<file path="config.mk">
export PLATFORM = sky130hd
export DESIGN_NAME = winograd_result_streamer
export DESIGN_NICKNAME = d
export VERILOG_FILES = /design/src/rtl/winograd_result_streamer.sv
export SDC_FILE = /design/constraint.sdc
export NUM_CORES = 2
export LEC_CHECK = 0
export CORE_AREA = 2 2 514 516
export DETAILED_ROUTE_END_ITERATION = 8
export DIE_AREA = 0 0 516 518
export PLACE_DENSITY = 0.41
export SYNTH_ARGS = -nofsm -noshare
export SYNTH_HDL_FRONTEND = slang
export SYNTH_SLANG_ARGS = --single-unit
</file>
<file path="constraint.sdc">
create_clock -name clk -period 141 [get_ports clk]
set_input_delay 28.2 -clock clk [delete_from_list [all_inputs] [get_ports clk]]
set_output_delay 28.2 -clock clk [all_outputs]
set_load 0.02 [all_outputs]
</file>
<file path="src/rtl/winograd_result_streamer.sv">
// winograd_result_streamer
// Snapshots the ROWS x COLS result array of winograd_conv_10x12 on the rising
// edge of conv_done and streams it out row-major over a valid/ready port.
// Snapshotting frees the convolution engine to start its next job while the
// previous frame is still draining.
// Optional feature: define WINOGRAD_STREAM_RELU_EN to clamp negative elements
// to zero as they are captured. Without it, data passes through bit-exact.
module winograd_result_streamer #(
    parameter int ROWS   = 8,
    parameter int COLS   = 10,
    parameter int DATA_W = 16
) (
    input  logic              clk,
    input  logic              rst,
    input  logic              conv_done,
    input  logic [DATA_W-1:0] conv_result [0:ROWS-1][0:COLS-1],
    output logic              m_valid,
    input  logic              m_ready,
    output logic [DATA_W-1:0] m_data,
    output logic              m_row_last,
    output logic              m_last,
    output logic              busy,
    output logic              overrun
);

    localparam int RW = (ROWS > 1) ? $clog2(ROWS) : 1;
    localparam int CW = (COLS > 1) ? $clog2(COLS) : 1;
    localparam logic [RW-1:0] ROW_LAST = RW'(ROWS - 1);
    localparam logic [CW-1:0] COL_LAST = CW'(COLS - 1);

    typedef enum logic {
        S_IDLE,
        S_STREAM
    } state_t;

    state_t            state;
    logic              done_q;
    logic [RW-1:0]     row;
    logic [CW-1:0]     col;
    logic [DATA_W-1:0] frame_buf [0:ROWS-1][0:COLS-1];

    logic cap_evt;
    logic handshake;
    logic at_row_end;
    logic at_last;
    logic capture;

    // Value written into the snapshot buffer for one element.
    function automatic logic [DATA_W-1:0] store_val(input logic [DATA_W-1:0] x);
`ifdef WINOGRAD_STREAM_RELU_EN
        return x[DATA_W-1] ? '0 : x;
`else
        return x;
`endif
    endfunction

    // Event decode: conv_done is a level, so only its rising edge starts a frame.
    // A capture happens from idle, or on the final handshake for a gapless restart.
    always_comb begin
        cap_evt    = conv_done & ~done_q;
        handshake  = m_valid & m_ready;
        at_row_end = (col == COL_LAST);
        at_last    = at_row_end && (row == ROW_LAST);
        capture    = cap_evt && ((state == S_IDLE) || (handshake && at_last));
    end

    // Output view of the buffer; everything reads zero while no element is offered.
    always_comb begin
        m_valid    = (state == S_STREAM);
        m_data     = m_valid ? frame_buf[row][col] : '0;
        m_row_last = m_valid & at_row_end;
        m_last     = m_valid & at_last;
    end

    // Snapshot buffer: loads the whole result array in one cycle on capture.
    // NOTE: the buffer is explicitly reset so a frame aborted by reset can never
    // leak stale data; this costs a reset net on every buffer flop.
    always_ff @(posedge clk or posedge rst) begin
        if (rst) begin
            for (int r = 0; r < ROWS; r++)
                for (int c = 0; c < COLS; c++)
                    frame_buf[r][c] <= '0;
        end else if (capture) begin
            for (int r = 0; r < ROWS; r++)
                for (int c = 0; c < COLS; c++)
                    frame_buf[r][c] <= store_val(conv_result[r][c]);
        end
    end

    // Streaming FSM: index walk, frame boundaries, busy and overrun flags.
    // NOTE: all state here uses non-blocking assignments so every branch sees
    // the pre-edge values of row/col/state, independent of statement order.
    always_ff @(posedge clk or posedge rst) begin
        if (rst) begin
            state   <= S_IDLE;
            done_q  <= 1'b0;
            row     <= '0;
            col     <= '0;
            busy    <= 1'b0;
            overrun <= 1'b0;
        end else begin
            done_q  <= conv_done;
            overrun <= 1'b0;
            case (state)
                S_IDLE: begin
                    if (cap_evt) begin
                        state <= S_STREAM;
                        busy  <= 1'b1;
                        row   <= '0;
                        col   <= '0;
                    end
                end
                S_STREAM: begin
                    if (handshake) begin
                        if (at_last) begin
                            row <= '0;
                            col <= '0;
                            if (!cap_evt) begin
                                state <= S_IDLE;
                                busy  <= 1'b0;
                            end
                        end else if (at_row_end) begin
                            col <= '0;
                            row <= row + 1'b1;
                        end else begin
                            col <= col + 1'b1;
                        end
                    end
                    if (cap_evt && !(handshake && at_last))
                        overrun <= 1'b1;
                end
                default: begin
                    state <= S_IDLE;
                    busy  <= 1'b0;
                end
            endcase
        end
    end

endmodule
</file>
## Word-level counts from Yosys, hierarchy flattened

Index checks and enable logic that the tools add are counted.

- Flip-flop bits (word level): 1291
- Bits in latches: 0
- Memory bits (writable): 0
- Bits in read-only memories: 0
- Input bits: 1284
- Output and inout port bits: 21
- Word-level logic and storage cells: 142
- Memories kept: 0

- $add $sub $neg: 2
- Multiply operators: 0
- Div/mod/pow operators: 0
- Order comparisons: 2
- Eq/ne operators: 7
- Shift operators: 0
- Mux-type cells: 28
- Bitwise operators: 8
- Reduce and logical (&&, ||, !) cells: 9

Operators with widths:

| kind | count |
|---|---|
| binary-select mux 160 bit (select 3 bit) | 1 |
| 2-to-1 mux 160 bit | 2 |
| binary-select mux 16 bit (select 4 bit) | 1 |
| 2-to-1 mux 16 bit | 3 |
| 2-to-1 mux 4 bit | 4 |
| 2-to-1 mux 3 bit | 4 |
| 2-to-1 mux 1 bit | 9 |
| case mux 4 bit (2 select lines) | 1 |
| case mux 3 bit (2 select lines) | 1 |
| >= comparator 5 bit, second input constant | 1 |
| NOT 4 -> 5 bit | 1 |
| adder 4 x 1 -> 4 bit, second input constant | 1 |
| AND 1 bit | 4 |
| == test 4 bit, second input constant | 1 |
| >= comparator 4 bit, second input constant | 1 |
| logical AND 1 bit | 4 |
| != test 2 x 1 -> 1 bit, second input constant | 2 |
| != test 2 bit, second input constant | 2 |
| NOT 3 -> 4 bit | 1 |
| case mux 1 bit (2 select lines) | 2 |
| AND reduction 4 bit | 1 |
| adder 3 x 1 -> 3 bit, second input constant | 1 |
| == test 3 bit, second input constant | 1 |
| != test 3 x 1 -> 1 bit, second input constant | 1 |
| other kinds (5) | 6 |

## Depth between registers and ports, before layout

- Depth after elaboration: 8
- Mapped depth: 11
- Depth with buffers taken out: 7

## Worst setup path after synthesis

OpenSTA, ideal clock, no wires.

- Path type: reg-to-output
- Start: register row[2]
- End: output m_data[8]
- Arrival time: 1970 ps
- Required time: 112800 ps
- Setup slack: 110830 ps
- Cell stages (with the launch flop): 8
- Path buffers: 2
- Cells stage by stage: dfrtp_1 buf_2 buf_2 mux4_2 mux2i_1 nor2_1 a221oi_1 nand4_1

- Word-level cells in the longest chain between the ends: 8

RTL lines:

| element | RTL line | source |
|---|---|---|
| start, declared | 38 | `logic [RW-1:0] row;` |
| start signal, assigned | 124 | `row <= row + 1'b1;` |
| NOT 3 -> 4 bit (not written as such) | 70 | `m_data = m_valid ? frame_buf[row][col] : '0;` |
| binary-select mux 160 bit (select 3 bit) | 70 |  |
| 2-to-1 mux 160 bit (not written as such) (2 in series) | 70 |  |
| binary-select mux 16 bit (select 4 bit) | 70 |  |
| 2-to-1 mux 16 bit (not written as such) (2 in series) | 70 |  |
| 2-to-1 mux 16 bit | 70 |  |
| end, declared | 19 | `output logic [DATA_W-1:0] m_data,` |

No other way between the ends. The select of a mux whose other input is x is not followed.

## Worst setup path in the final report

- Start: register row[0]
- End: output m_data[12]

The elaborated chain is that of the path after synthesis.

==> flow_summary.json <==
{
  "wl_per_cell_um": 31.98,
  "dp_cells": 8229,
  "syn_inst": 3578,
  "pre_cts_ws_ps": 106740,
  "post-route-period-util_pct": 24.80,
  "area_growth_pct": 36.91,
  "grt-ovfl-total": 0,
  "fin_nets": 6170,
  "peakVddDrop_mv": 0.01157,
  "setup_ws_ps": 106030,
  "cap_violations": 0,
  "cp.arrival_ps": 6770,
  "grt_max_degree": 160,
  "ys_types": 52,
  "min_period_ps": 34970,
  "cts_tree": "yes",
  "yosys_warnings": 0,
  "clock-root-buffer": "clkbuf_16",
  "dieArea_um2": 267300,
  "fin_cells": 8631,
  "vias": 38160,
  "path_clk_slew_ps": 60,
  "ys_seq_area_share_pct": 54.75,
  "ctsHoldBuffers": 0,
  "start_util_pct": 22.56,
  "drt-total-wl_um": 276000,
  "synthDominantCellAreaShare_pct": 54.75,
  "cp_max_fo": 38,
  "synth_edf_count": 0,
  "drc": 0,
  "fmax_mhz": 28.59,
  "viasPerCell": 4.421,
  "dr.pass1.iters": 5,
  "track_usage_pct": 20.33,
  "rsz0062_at_grt": "false",
  "io_pins": 1305,
  "ys_ff_latch": 1291,
  "place.gp.congestion": 0.8203,
  "syn_area_per_cell_um2": 16.49,
  "syn_nets": 4866,
  "seqCellArea_um2": 32320,
  "num_rows": 188,
  "fillers": 26290,
  "worstHoldPathType": "reg -> reg",
  "ant_nets": 0,
  "report.final.slew_viol_count": 0,
  "grt_pass1_vias": 41240,
  "grt_pass1_wl_um": 369600,
  "power_density_nw_per_um2": 20.27,
  "coreArea_um2": 261600,
  "ys_async_sr_fraction_pct": 100.0,
  "post_cts_buffers": 0,
  "setup_tns_ps": 0,
  "chipWidth_um": 516,
  "io_buffers": 1304,
  "multi_input_area_um2": 24340,
  "hold_viol": 0,
  "htree_num_levels": 4,
  "tightest_slew_ps": 1101,
  "drtIter0Drc": 2200,
  "cts_buffers": 166,
  "antenna_found_initial": 278,
  "clk_path_buf_depth": 3,
  "total_leakage_power_nw": 33.37,
  "slew_headroom_pct": 25.85,
  "synth.area.top_cells": "dfrtp_1 (55%), mux2_1 (14%), mux4_2 (12%), mux2_2 (11%), buf_6 (2.3%)",
  "insertion_delay_ps": 810,
  "clock_sinks": 1291,
  "crit_type": "reg -> out",
  "status": "completed",
  "finClkSkew_ps": 35.13,
  "synthesis.area_um2": 59010,
  "hpwl_um": 216600,
  "synth_top_area_cell": "dfrtp_1",
  "setup_viol": 0,
  "power_mw": 1.637,
  "drive_gt1_share_pct": 24.60,
  "worstSetupStartpointType": "flip-flop",
  "fp.dieH_um": 518,
  "end_kind": "output port",
  "worst_ep_required_time_ps": 112800,
  "synth_ff_type": "dfrtp_1",
  "cts-resized-gates": 0
}
## worst max-delay path: stages (launching register included)
cell	delay, ps
dfrtp_4	810
buf_4	610
buf_4	590
buf_4	670
mux4_2	410
a22oi_1	620
o21ai_0	490
a21oi_1	360
o311ai_2	370
buf_4	300
clkdlybuf4s50_1	540
## report_power, final
part	total [mW]	switching, mW	internal (mW)	leakage (nW)
Sequential	0.665	0.116	0.549	15.9
Combinational	0.535	0.246	0.289	14.7
Clock	0.438	0.178	0.260	2.76
## flip-flops by register name (all words and copies together) (netlist names)
| name | count |
|---|---|
| frame_buf | 1280 |
| m_valid | 1 |
| col | 4 |
| row | 3 |
| busy | 1 |
| done_q | 1 |
| overrun | 1 |
## layout make-up
class	count	area share, %
clock buffers	260	6.267
repair buffers	1389	17.07
multi-input cells	2014	30.12
well taps	3515	5.444
diodes	100	0.3098
clock inverters	42	0.6706
inverters	20	0.1038
flip-flops and latches	1291	40.01
## final timing paths
check,slack (ps),end,cells past startpoint,start
min in group asynchronous,27920,frame_buf[902],2,rst
worst min register to register,480,frame_buf[98],1,frame_buf[98]
max in group asynchronous,109880,frame_buf[763],5,rst
worst max register to register,134150,frame_buf[544],11,row[0]
worst max-delay path,106030,m_data[12],10,row[0]
worst min-delay path,480,frame_buf[98],1,frame_buf[98]
## layer usage
layer,track usage (%),vias up,routed length [µm]
met4,7.341,214,8047
met2,34.05,1401,136600
met5,0,-,1368
met1,22.73,19680,102500
met3,8.915,598,27460
li1,-,16270,-
## metrics by stage
stage                     instance area [µm²]  hold WS [ps]  utilization (%)
after floorplan                         59010         452.2                -
after global placement                  74920         462.1            28.64
after detailed placement                74930         469.1            28.65
after CTS                               80530         481.9            30.79
after global routing                    80640         488.2            30.83
final                                   80780         476.4            30.88
## synth_stat cells (3+ instances only)
master	instances
inv_1	18
o22ai_1	25
o22a_1	3
and2_1	8
nor3_1	6
nor2_1	30
buf_2	45
nand2b_1	7
nand4b_1	9
nand2_1	45
a32oi_1	4
a22o_1	11
o211ai_1	4
buf_1	3
mux2_1	715
a221oi_1	21
and3_1	5
a21oi_1	9
nand3_1	14
a22oi_1	43
o21ai_0	47
a31oi_1	5
dfrtp_1	1291
o221ai_1	3
mux2_2	569
nor2b_1	6
buf_4	41
o311ai_1	3
ha_1	4
mux2i_1	90
clkbuf_1	19
buf_6	122
mux4_2	303
buf_8	23
nand4_1	5
## layout by cell type, fill, tap and decap left out, types with 45 or more instances in the layout
| cell type | count |
|---|---|
| clkdlybuf4s50_1 | 1304 |
| nand2_1 | 45 |
| clkbuf_8 | 47 |
| mux2_2 | 569 |
| dfrtp_1 | 1287 |
| diode_2 | 100 |
| buf_4 | 77 |
| mux2_1 | 715 |
| mux2i_1 | 90 |
| clkbuf_16 | 170 |
| mux4_2 | 303 |
## kinds of logic after synthesis
kind of cell             Yosys count  share of synthesized area, %
buffers and inverters            273                         4.084
AO/OA/AOI/OAI                    185                         2.173
adder cells (fa/ha/maj)            4                       0.08482
flip-flops                      1291                         54.75
multiplexers                    1677                         37.60
AND/OR/NAND/NOR                  148                         1.313
(Power assumes the default switching activity.)
